[config.mk]
export PLATFORM = sky130hd
export DESIGN_NAME = alu_share_arbiter_flat
export DESIGN_NICKNAME = d
export VERILOG_FILES = /design/src/rtl/alu_share_arbiter_if.sv /design/src/rtl/alu_share_arbiter.sv /design/src/flat_wrapper.sv
export SDC_FILE = /design/constraint.sdc
export NUM_CORES = 1
export LEC_CHECK = 0
export CAP_MARGIN = 5
export CELL_PAD_IN_SITES_DETAIL_PLACEMENT = 1
export CELL_PAD_IN_SITES_GLOBAL_PLACEMENT = 1
export CORE_ASPECT_RATIO = 2
export CORE_MARGIN = 2
export CORE_UTILIZATION = 30
export CTS_CLUSTER_DIAMETER = 100
export CTS_CLUSTER_SIZE = 25
export DETAILED_ROUTE_END_ITERATION = 8
export PLACE_DENSITY = 0.91
export SLEW_MARGIN = 20
export SYNTH_ARGS = -nofsm -noshare
export SYNTH_HDL_FRONTEND = slang
export SYNTH_SLANG_ARGS = --single-unit
[constraint.sdc]
create_clock -name clk -period 1.9 [get_ports clk]
set_clock_uncertainty 0.1 [all_clocks]
set_input_delay 0.38 -clock clk [delete_from_list [all_inputs] [get_ports clk]]
set_output_delay 0.38 -clock clk [all_outputs]
set_load 0.01 [all_outputs]
[src/rtl/alu_share_arbiter_if.sv]
// Client/ALU-facing signal bundle for alu_share_arbiter.
// err exists only when ALU_ARB_OPCHECK_EN is defined.
interface alu_share_arbiter_if #(
  parameter int unsigned N_REQ  = 4,
  parameter int unsigned DATA_W = 4
);
  logic [N_REQ-1:0]        req;
  logic [3*N_REQ-1:0]      req_opcode;
  logic [DATA_W*N_REQ-1:0] req_data_a;
  logic [DATA_W*N_REQ-1:0] req_data_b;
  logic [N_REQ-1:0]        ack;
  logic [DATA_W-1:0]       result;
  logic                    busy;
  logic [2:0]              alu_opcode;
  logic [DATA_W-1:0]       alu_data_a;
  logic [DATA_W-1:0]       alu_data_b;
  logic                    alu_enable;
  logic [DATA_W-1:0]       alu_bus;
`ifdef ALU_ARB_OPCHECK_EN
  logic                    err;

  modport master (
    input  req, req_opcode, req_data_a, req_data_b, alu_bus,
    output ack, result, busy, alu_opcode, alu_data_a, alu_data_b, alu_enable, err
  );
  modport slave (
    output req, req_opcode, req_data_a, req_data_b, alu_bus,
    input  ack, result, busy, alu_opcode, alu_data_a, alu_data_b, alu_enable, err
  );
`else
  modport master (
    input  req, req_opcode, req_data_a, req_data_b, alu_bus,
    output ack, result, busy, alu_opcode, alu_data_a, alu_data_b, alu_enable
  );
  modport slave (
    output req, req_opcode, req_data_a, req_data_b, alu_bus,
    input  ack, result, busy, alu_opcode, alu_data_a, alu_data_b, alu_enable
  );
`endif
endinterface

[src/rtl/alu_share_arbiter.sv]
// Round-robin scheduler sharing one tri-state ALU among N_REQ requesters.
// Optional ALU_ARB_OPCHECK_EN: illegal opcodes bypass the ALU and return 0 with err.
module alu_share_arbiter #(
  parameter int unsigned N_REQ  = 4,
  parameter int unsigned DATA_W = 4
) (
  input  logic             clk,
  input  logic             rst_n,
  alu_share_arbiter_if.master bus
);
  localparam int unsigned IDX_W = (N_REQ > 1) ? $clog2(N_REQ) : 1;

  typedef enum logic [1:0] {IDLE, DRIVE, CAPT} state_t;

  state_t            state_q, state_d;
  logic [IDX_W-1:0]  idx_q, idx_d, ptr_q, ptr_d;
  logic [2:0]        op_q, op_d;
  logic [DATA_W-1:0] a_q, a_d, b_q, b_d, res_q, res_d;
  logic [N_REQ-1:0]  ack_q, ack_d;
`ifdef ALU_ARB_OPCHECK_EN
  logic              err_q, err_d;
  logic              op_legal;
`endif

  logic              found;
  logic [IDX_W-1:0]  sel, cand;
  logic [2:0]        op_sel;
  logic [DATA_W-1:0] a_sel, b_sel;

  // First pending requester at or after ptr_q, wrapping modulo N_REQ
  always_comb begin
    found = 1'b0;
    sel   = ptr_q;
    cand  = ptr_q;
    for (int unsigned k = 0; k < N_REQ; k++) begin
      cand = IDX_W'((32'(ptr_q) + k) % N_REQ);
      if (!found && bus.req[cand]) begin
        found = 1'b1;
        sel   = cand;
      end
    end
  end

  always_comb begin
    op_sel = '0;
    a_sel  = '0;
    b_sel  = '0;
    for (int unsigned i = 0; i < N_REQ; i++) begin
      if (IDX_W'(i) == sel) begin
        op_sel = bus.req_opcode[3*i +: 3];
        a_sel  = bus.req_data_a[DATA_W*i +: DATA_W];
        b_sel  = bus.req_data_b[DATA_W*i +: DATA_W];
      end
    end
  end

`ifdef ALU_ARB_OPCHECK_EN
  assign op_legal = (op_sel == 3'b001) || (op_sel == 3'b010) || (op_sel == 3'b110);
`endif

  always_ff @(posedge clk or negedge rst_n) begin
    if (!rst_n) state_q <= IDLE;
    else        state_q <= state_d;
  end

  always_comb begin
    state_d = state_q;
    idx_d   = idx_q;
    ptr_d   = ptr_q;
    op_d    = op_q;
    a_d     = a_q;
    b_d     = b_q;
    res_d   = res_q;
    ack_d   = '0;
`ifdef ALU_ARB_OPCHECK_EN
    err_d   = 1'b0;
`endif
    case (state_q)
      IDLE: begin
        if (found) begin
          idx_d = sel;
`ifdef ALU_ARB_OPCHECK_EN
          if (op_legal) begin
            op_d    = op_sel;
            a_d     = a_sel;
            b_d     = b_sel;
            state_d = DRIVE;
          end else begin
            // Rejected op never reaches the ALU; complete immediately with 0
            res_d   = '0;
            ack_d   = N_REQ'(1) << sel;
            err_d   = 1'b1;
            state_d = CAPT;
          end
`else
          op_d    = op_sel;
          a_d     = a_sel;
          b_d     = b_sel;
          state_d = DRIVE;
`endif
        end
      end
      DRIVE: begin
        res_d   = bus.alu_bus;
        ack_d   = N_REQ'(1) << idx_q;
        state_d = CAPT;
      end
      CAPT: begin
        ptr_d   = IDX_W'((32'(idx_q) + 32'd1) % N_REQ);
        state_d = IDLE;
      end
      default: state_d = IDLE;
    endcase
  end

  always_ff @(posedge clk or negedge rst_n) begin
    if (!rst_n) begin
      idx_q <= '0;
      ptr_q <= '0;
      op_q  <= '0;
      a_q   <= '0;
      b_q   <= '0;
      res_q <= '0;
      ack_q <= '0;
`ifdef ALU_ARB_OPCHECK_EN
      err_q <= 1'b0;
`endif
    end else begin
      idx_q <= idx_d;
      ptr_q <= ptr_d;
      op_q  <= op_d;
      a_q   <= a_d;
      b_q   <= b_d;
      res_q <= res_d;
      ack_q <= ack_d;
`ifdef ALU_ARB_OPCHECK_EN
      err_q <= err_d;
`endif
    end
  end

  // Enable decoded from registered state so reset releases the bus at once
  assign bus.alu_enable = (state_q == DRIVE);
  assign bus.busy       = (state_q != IDLE);
  assign bus.alu_opcode = op_q;
  assign bus.alu_data_a = a_q;
  assign bus.alu_data_b = b_q;
  assign bus.result     = res_q;
  assign bus.ack        = ack_q;
`ifdef ALU_ARB_OPCHECK_EN
  assign bus.err        = err_q;
`endif
endmodule

[src/flat_wrapper.sv]
// flat-port wrapper written by rule: the top's interface ports become plain ports
module alu_share_arbiter_flat 
#(
  parameter int unsigned N_REQ  = 4,
  parameter int unsigned DATA_W = 4
)
  (clk, rst_n, bus_req, bus_req_opcode, bus_req_data_a, bus_req_data_b, bus_alu_bus, bus_ack, bus_result, bus_busy, bus_alu_opcode, bus_alu_data_a, bus_alu_data_b, bus_alu_enable);
  alu_share_arbiter_if #(.N_REQ(N_REQ), .DATA_W(DATA_W)) bus_i ();
  input  logic clk;
  input  logic rst_n;
  input wire logic [$bits(bus_i.req)-1:0] bus_req;
  input wire logic [$bits(bus_i.req_opcode)-1:0] bus_req_opcode;
  input wire logic [$bits(bus_i.req_data_a)-1:0] bus_req_data_a;
  input wire logic [$bits(bus_i.req_data_b)-1:0] bus_req_data_b;
  input wire logic [$bits(bus_i.alu_bus)-1:0] bus_alu_bus;
  output wire logic [$bits(bus_i.ack)-1:0] bus_ack;
  output wire logic [$bits(bus_i.result)-1:0] bus_result;
  output wire logic [$bits(bus_i.busy)-1:0] bus_busy;
  output wire logic [$bits(bus_i.alu_opcode)-1:0] bus_alu_opcode;
  output wire logic [$bits(bus_i.alu_data_a)-1:0] bus_alu_data_a;
  output wire logic [$bits(bus_i.alu_data_b)-1:0] bus_alu_data_b;
  output wire logic [$bits(bus_i.alu_enable)-1:0] bus_alu_enable;
  assign bus_i.req = bus_req;
  assign bus_i.req_opcode = bus_req_opcode;
  assign bus_i.req_data_a = bus_req_data_a;
  assign bus_i.req_data_b = bus_req_data_b;
  assign bus_i.alu_bus = bus_alu_bus;
  assign bus_ack = bus_i.ack;
  assign bus_result = bus_i.result;
  assign bus_busy = bus_i.busy;
  assign bus_alu_opcode = bus_i.alu_opcode;
  assign bus_alu_data_a = bus_i.alu_data_a;
  assign bus_alu_data_b = bus_i.alu_data_b;
  assign bus_alu_enable = bus_i.alu_enable;
  alu_share_arbiter #(.N_REQ(N_REQ), .DATA_W(DATA_W)) u_core (.clk(clk), .rst_n(rst_n), .bus(bus_i));
endmodule
### After elaboration in Yosys (flattened, before gate mapping)

Cells that the tools add are included.

| word-level totals | value |
|---|---|
| output and inout port bits | 21 |
| bits in registers | 25 |
| memories kept | 0 |
| bits in read-only memories | 0 |
| logic and storage cells | 63 |
| bits in writable memories | 0 |
| latch bits | 0 |
| bits of input ports | 54 |

| operators by class | value |
|---|---|
| magnitude comparators | 4 |
| multiplexer cells | 30 |
| equal/unequal tests | 6 |
| div/mod/pow operators | 0 |
| $add $sub $neg | 4 |
| shifts and indexed selects | 1 |
| bitwise operators | 0 |
| reductions and logical operators | 10 |
| $mul | 0 |

Operators with widths:

| kind | count |
|---|---|
| $mux W4 | 9 |
| $lt A2 B3 Y1 const B | 4 |
| $mux W3 | 4 |
| $bmux W1 S2 | 4 |
| $mux W1 | 8 |
| $mux W2 | 4 |
| $add A2 B1 Y2 const B | 2 |
| $add A2 B2 Y2 const B | 2 |
| $eq A2 B2 Y1 const A | 2 |
| $logic_not A2 Y1 | 2 |
| $pmux W2 S2 | 1 |
| $shl A1 B2 Y4 const A | 1 |
| $logic_and A1 B1 Y1 | 3 |
| $logic_not A1 Y1 | 3 |
| $eq A1 B2 Y1 const A | 1 |
| $eq A2 B1 Y1 const B | 1 |
| $eq A2 B2 Y1 const B | 1 |
| $ne A2 B1 Y1 const B | 1 |
| $reduce_and A2 Y1 | 1 |
| $reduce_bool A2 Y1 | 1 |

### Longest topological paths before layout

| depth | value |
|---|---|
| depth after elaboration | 17 |
| depth in mapped cells | 7 |
| depth with buffers taken out | 5 |

### Worst setup path after synthesis

OpenSTA, ideal clock, no wires.

| path | value |
|---|---|
| kind | input to register |
| start point | in bus_req[3] |
| end point | reg u_core.a_q[0], in the netlist u_core.bus.alu_data_a[0] |
| stages on the path | 7 |
| library setup time | 0.129 ns |
| slack | 0.101 ns |
| buffers on the path | 2 |
| data arrival time | 1.570 ns |
| required time | 1.671 ns |
| cell sequence | buf_4 -> inv_1 -> or4_1 -> o211a_1 -> buf_4 -> o221ai_1 -> o31ai_1 |

| between the ends | value |
|---|---|
| longest elaborated chain between the ends | 17 |
| elaborated cells between the ends (all ways) | 30 |
| those cells by class | eq/ne: 3; mux: 19; reduce/logical: 8 |

Ends and longest elaborated chain:

| element | line | source |
|---|---|---|
| start: declaration | flat_wrapper.sv:11 | `input wire logic [$bits(bus_i.req)-1:0] bus_req;` |
| $bmux W1 S2 | alu_share_arbiter.sv:37 | `if (!found && bus.req[cand]) begin` |
| $mux W1 (implied by the code) | alu_share_arbiter.sv:37 |  |
| $mux W1 | alu_share_arbiter.sv:37 |  |
| $logic_not A1 Y1 | alu_share_arbiter.sv:37 |  |
| $logic_and A1 B1 Y1 | alu_share_arbiter.sv:37 |  |
| $mux W1 | alu_share_arbiter.sv:37 |  |
| $logic_not A1 Y1 | alu_share_arbiter.sv:37 |  |
| $logic_and A1 B1 Y1 | alu_share_arbiter.sv:37 |  |
| $mux W1 | alu_share_arbiter.sv:37 |  |
| $logic_not A1 Y1 | alu_share_arbiter.sv:37 |  |
| $logic_and A1 B1 Y1 | alu_share_arbiter.sv:37 |  |
| $mux W2 | alu_share_arbiter.sv:37 |  |
| $logic_not A2 Y1 | alu_share_arbiter.sv:49 | `if (IDX_W'(i) == sel) begin` |
| $mux W4 (4 in series) | alu_share_arbiter.sv:49 |  |
| end signal: assignment | alu_share_arbiter.sv:121 | `a_q <= '0;` |
| end signal: assignment | alu_share_arbiter.sv:132 | `a_q <= a_d;` |
| end: declaration | alu_share_arbiter.sv:18 | `logic [DATA_W-1:0] a_q, a_d, b_q, b_d, res_q, res_d;` |

Parallel ways exist; a longest one is shown, timed or not. The select of a mux whose other input is x is not followed.
A chain may end at the register's enable or synchronous reset.

### Final worst setup path

| path | value |
|---|---|
| start point | reg u_core.ptr_q[0] |
| end point | reg u_core.b_q[2], in the netlist u_core.bus.alu_data_b[2] |

| between the ends | value |
|---|---|
| longest elaborated chain between the ends | 17 |
| elaborated cells between the ends (all ways) | 33 |
| those cells by class | add/sub: 3; eq/ne: 3; mux: 19; reduce/logical: 8 |

Ends and longest elaborated chain:

| element | line | source |
|---|---|---|
| start: declaration | alu_share_arbiter.sv:16 | `logic [IDX_W-1:0] idx_q, idx_d, ptr_q, ptr_d;` |
| start signal: assignment | alu_share_arbiter.sv:130 | `ptr_q <= ptr_d;` |
| parallel branches: the longest is 17 deep, another holds $add A2 B1 Y2 | -- |  |
| end signal: assignment | alu_share_arbiter.sv:122 | `b_q <= '0;` |
| end signal: assignment | alu_share_arbiter.sv:133 | `b_q <= b_d;` |
| end: declaration | alu_share_arbiter.sv:18 |  |

Parallel ways; which one is timed is not known. The select of a mux whose other input is x is not followed.

==> results by group <==
Timing
  – Worst-Margin Slew: 376.8 ps
  – Worst setup margin: -49.11 ps
  – Hold violation count in the final report: 0
  – Final worst path period share: 102.6%
  – Rel. slew slack: 74.65%
  – Final Setup Violations: 5
  – Fmax: 513.1 MHz
  – Max-slew violation count: 0
  – Unrepaired setup endpoints after global routing: true
  – Min Tclk post-route: 1949 ps

Synthesis
  – Library cells used by synthesis: 34
  – Largest cells by area after synthesis: dfrtp_1 (41%), nor4_2 (8.2%), o221ai_1 (6.3%), nor4_1 (5.7%), o31ai_1 (5.4%)
  – Sequential share of the synthesized area: 40.78%
  – Largest area contributor in the netlist: dfrtp_1
  – Synthesized area: 0.001534 mm²
  – Syn_nets: 204
  – Cells after synthesis: 146
  – YS warnings: 0
  – Number of synthesized flops with an enable pin: 0
  – Synth async-reset ratio: 100.0%
  – Syn Area/Cell: 10.51 µm²
  – Flops & latches, synth: 25
  – Top-area cell type share of the netlist area: 40.78%
  – Post-synth top flop: dfrtp_1

Job
  – Max Cap Viol: 0

Place
  – DPL Wire Length: 4.635 mm
  – GP Congestion: 0.8139
  – I/O Buffers: 74

Worst setup path
  – Critical-path cell list: buf_6, nor3b_2, o21ai_2, o211a_4, o221ai_1, o31ai_1
  – Max stage delay cell, worst path: dfrtp_2
  – Worst EP arrival: 2020 ps
  – Reg2Reg Setup Slack: -50 ps
  – Family with the most delay on the worst path: compound AO/OA/AOI/OAI gates
  – Worst EP required: 1970 ps
  – WS Path Type: reg -> reg
  – CP endpoint kind: flip-flop
  – CP startpoint kind: flip-flop
  – CP bufs+invs: 1
  – Crit path largest cell delay: 470 ps
  – Crit path max fanout: 6

Clock network
  – CTS Root Cell: clkbuf_8
  – CTS Buf Count: 3
  – H-tree depth: 1
  – CTS max path bufs: 2
  – CTS tree: done
  – Clk Latency, worst-skew pair: 270 ps
  – Clock Sinks: 25
  – Clock transition at path regs: 90 ps

Power
  – Net Sw Frac: 43.11%
  – Worst vdd ir: 828.1 µV
  – Static Leak: 0.001110 µW
  – Total power: 4229 µW
  – Sequential power share: 24.1%
  – Pwr/cell area: 1471 mW/mm²
  – NetSw: 1823 µW
  – Int Pwr: 2406 µW
  – Logic gate share of total power: 68.2%
  – Clock power frac: 7.7%

Routing
  – Vias: 1832
  – Top Metal Used: met4
  – Routed Antenna Nets: 0
  – Met3 WL: 334 µm
  – DR pass1 iterations: 4
  – DR vias/cell: 6.026
  – M1 WL: 2.604 mm
  – # DRC: 0
  – Routed wire per std cell: 25.47 µm
  – Routed wl met2: 4.368 mm
  – Starting DRC count in detailed routing: 39
  – Final WL: 7.742 mm

Global route
  – Largest net degree at the start of global routing: 26
  – GR Util All Layers: 23.75%
  – First-pass GRT wire length: 9.832 mm
  – Vias in the first global route: 1907
  – Gr ovfl total: 0
  – Initial antenna violation count: 0

Finish
  – Commonest non-fill, non-tap cell in the layout: clkdlybuf4s50_1
  – Commonest cells after routing, fill and taps aside: clkdlybuf4s50_1 (68), buf_4 (25), dfrtp_1 (23)
  – Area delta synth->final: 87.36%
  – Share of cells above drive strength 1: 35.22%
  – Fin nets: 306
  – # diodes: 0
  – Util after Layout: 58.54%

Outcome
  – Status: finished, violations left
  – Failing checks: setup timing

Floorplan
  – IO Pins: 75
  – Initial Utilization: 31.24%
  – Core area: 0.004910 mm²
  – Die Area: 0.005736 mm²
  – Die Span X: 54.57 µm
  – Row Count: 36
  – Die Y: 105.1 µm

Worst hold path
  – Worst hold path class: in -> async
[metrics by stage]
| stage | TNS, ps | std cells | area, µm² | setup slack [ps] | hold slack (ps) |
|---|---|---|---|---|---|
| floorplan | 0 | 146 | 1534 | 101.3 | -15.59 |
| global placement | -4987 | 287 | 2487 | -455.6 | 364.0 |
| detailed placement | -6223 | 287 | 2487 | -567.1 | 395.0 |
| CTS | 0 | 295 | 2664 | 16.23 | 391.1 |
| global route | -572.8 | 304 | 2874 | -115.2 | 402.5 |
| finish | -183.8 | 304 | 2874 | -49.11 | 384.0 |
[cell usage after synthesis, types with 4 or more instances]
| cell | number |
|---|---|
| buf_4 | 4 |
| mux2_2 | 5 |
| dfrtp_1 | 25 |
| buf_2 | 6 |
| o221ai_1 | 11 |
| o21ai_0 | 15 |
| nor4_2 | 10 |
| and2_1 | 4 |
| ha_1 | 4 |
| nor4_1 | 14 |
| nor2b_1 | 5 |
| o31ai_1 | 11 |
[flip-flops by register name, indices dropped and copies added (netlist names)]
| signal | cells |
|---|---|
| u_core.state_q | 2 |
| u_core.bus.alu_data_b | 4 |
| u_core.bus.alu_data_a | 4 |
| u_core.ptr_q | 2 |
| u_core.bus.ack | 4 |
| u_core.idx_q | 2 |
| u_core.bus.result | 4 |
| u_core.bus.alu_opcode | 3 |
[power by group through the flow]
stage / registers (µW) / logic, µW / clock network (µW)
floorplan: 1020 / 1060 / 0
global placement: 982 / 2080 / 0
detailed placement: 1000 / 2190 / 0
CTS: 995 / 2400 / 319
global route: 1040 / 3040 / 350
finish: 1020 / 2880 / 327
[logic make-up after synthesis]
family          after synthesis  synth area share (%)
compound gates               45                 21.13
fa+ha+maj                     4                 3.263
buf+inv                      17                 6.117
flops                        25                 40.78
mux                           5                 3.670
simple gates                 50                 25.04
[worst register-to-register path, cell delays in order, from the launching register on]
cell	delay, ps
dfrtp_2	470
buf_6	140
nor3b_2	150
o21ai_2	230
o211a_4	300
o221ai_1	140
o31ai_1	310
[worst paths after layout]
kind / start / to / cells past startpoint
min in group clk: u_core.bus.result[1]$_DFFE_PN0P_ / u_core.bus.result[1]$_DFFE_PN0P_ / 1
worst min register to register: u_core.bus.result[1]$_DFFE_PN0P_ / u_core.bus.result[1]$_DFFE_PN0P_ / 1
worst max-delay path: u_core.ptr_q[0]$_DFFE_PN0N_ / u_core.bus.alu_data_b[2]$_DFFE_PN0P_ / 6
max in group asynchronous: rst_n / u_core.ptr_q[1]$_DFFE_PN0N_ / 2
worst max register to register: u_core.ptr_q[0]$_DFFE_PN0N_ / u_core.bus.alu_data_b[2]$_DFFE_PN0P_ / 6
worst min-delay path: rst_n / u_core.bus.result[3]$_DFFE_PN0P_ / 2
[repair_timing]
| action | CTS | global route |
|---|---|---|
| gates cloned | 2 | 3 |
| buffers inserted | 2 | 6 |
| pin swaps | 6 | 6 |
| resized for setup | 36 | 24 |
| hold buffers | 0 | 0 |
| setup endpoints to repair | 14 | 10 |
[area by class of cell]
class,count,area [µm²]
timing repair buffer,110,1096
multi-input combinational,105,1022
clock buffer,4,45.04
sequential,25,628.1
tap,57,71.32
inverter,3,11.26
fill,518,2036
[routing by layer]
layer  GRT usage (%)  vias to the layer above
li1                -                      784
met1           24.43                      927
met2           42.94                       88
met3           3.143                       33
met4           12.14                        0
met5               0                        -
Note: power is estimated with default switching activity, not from simulation.
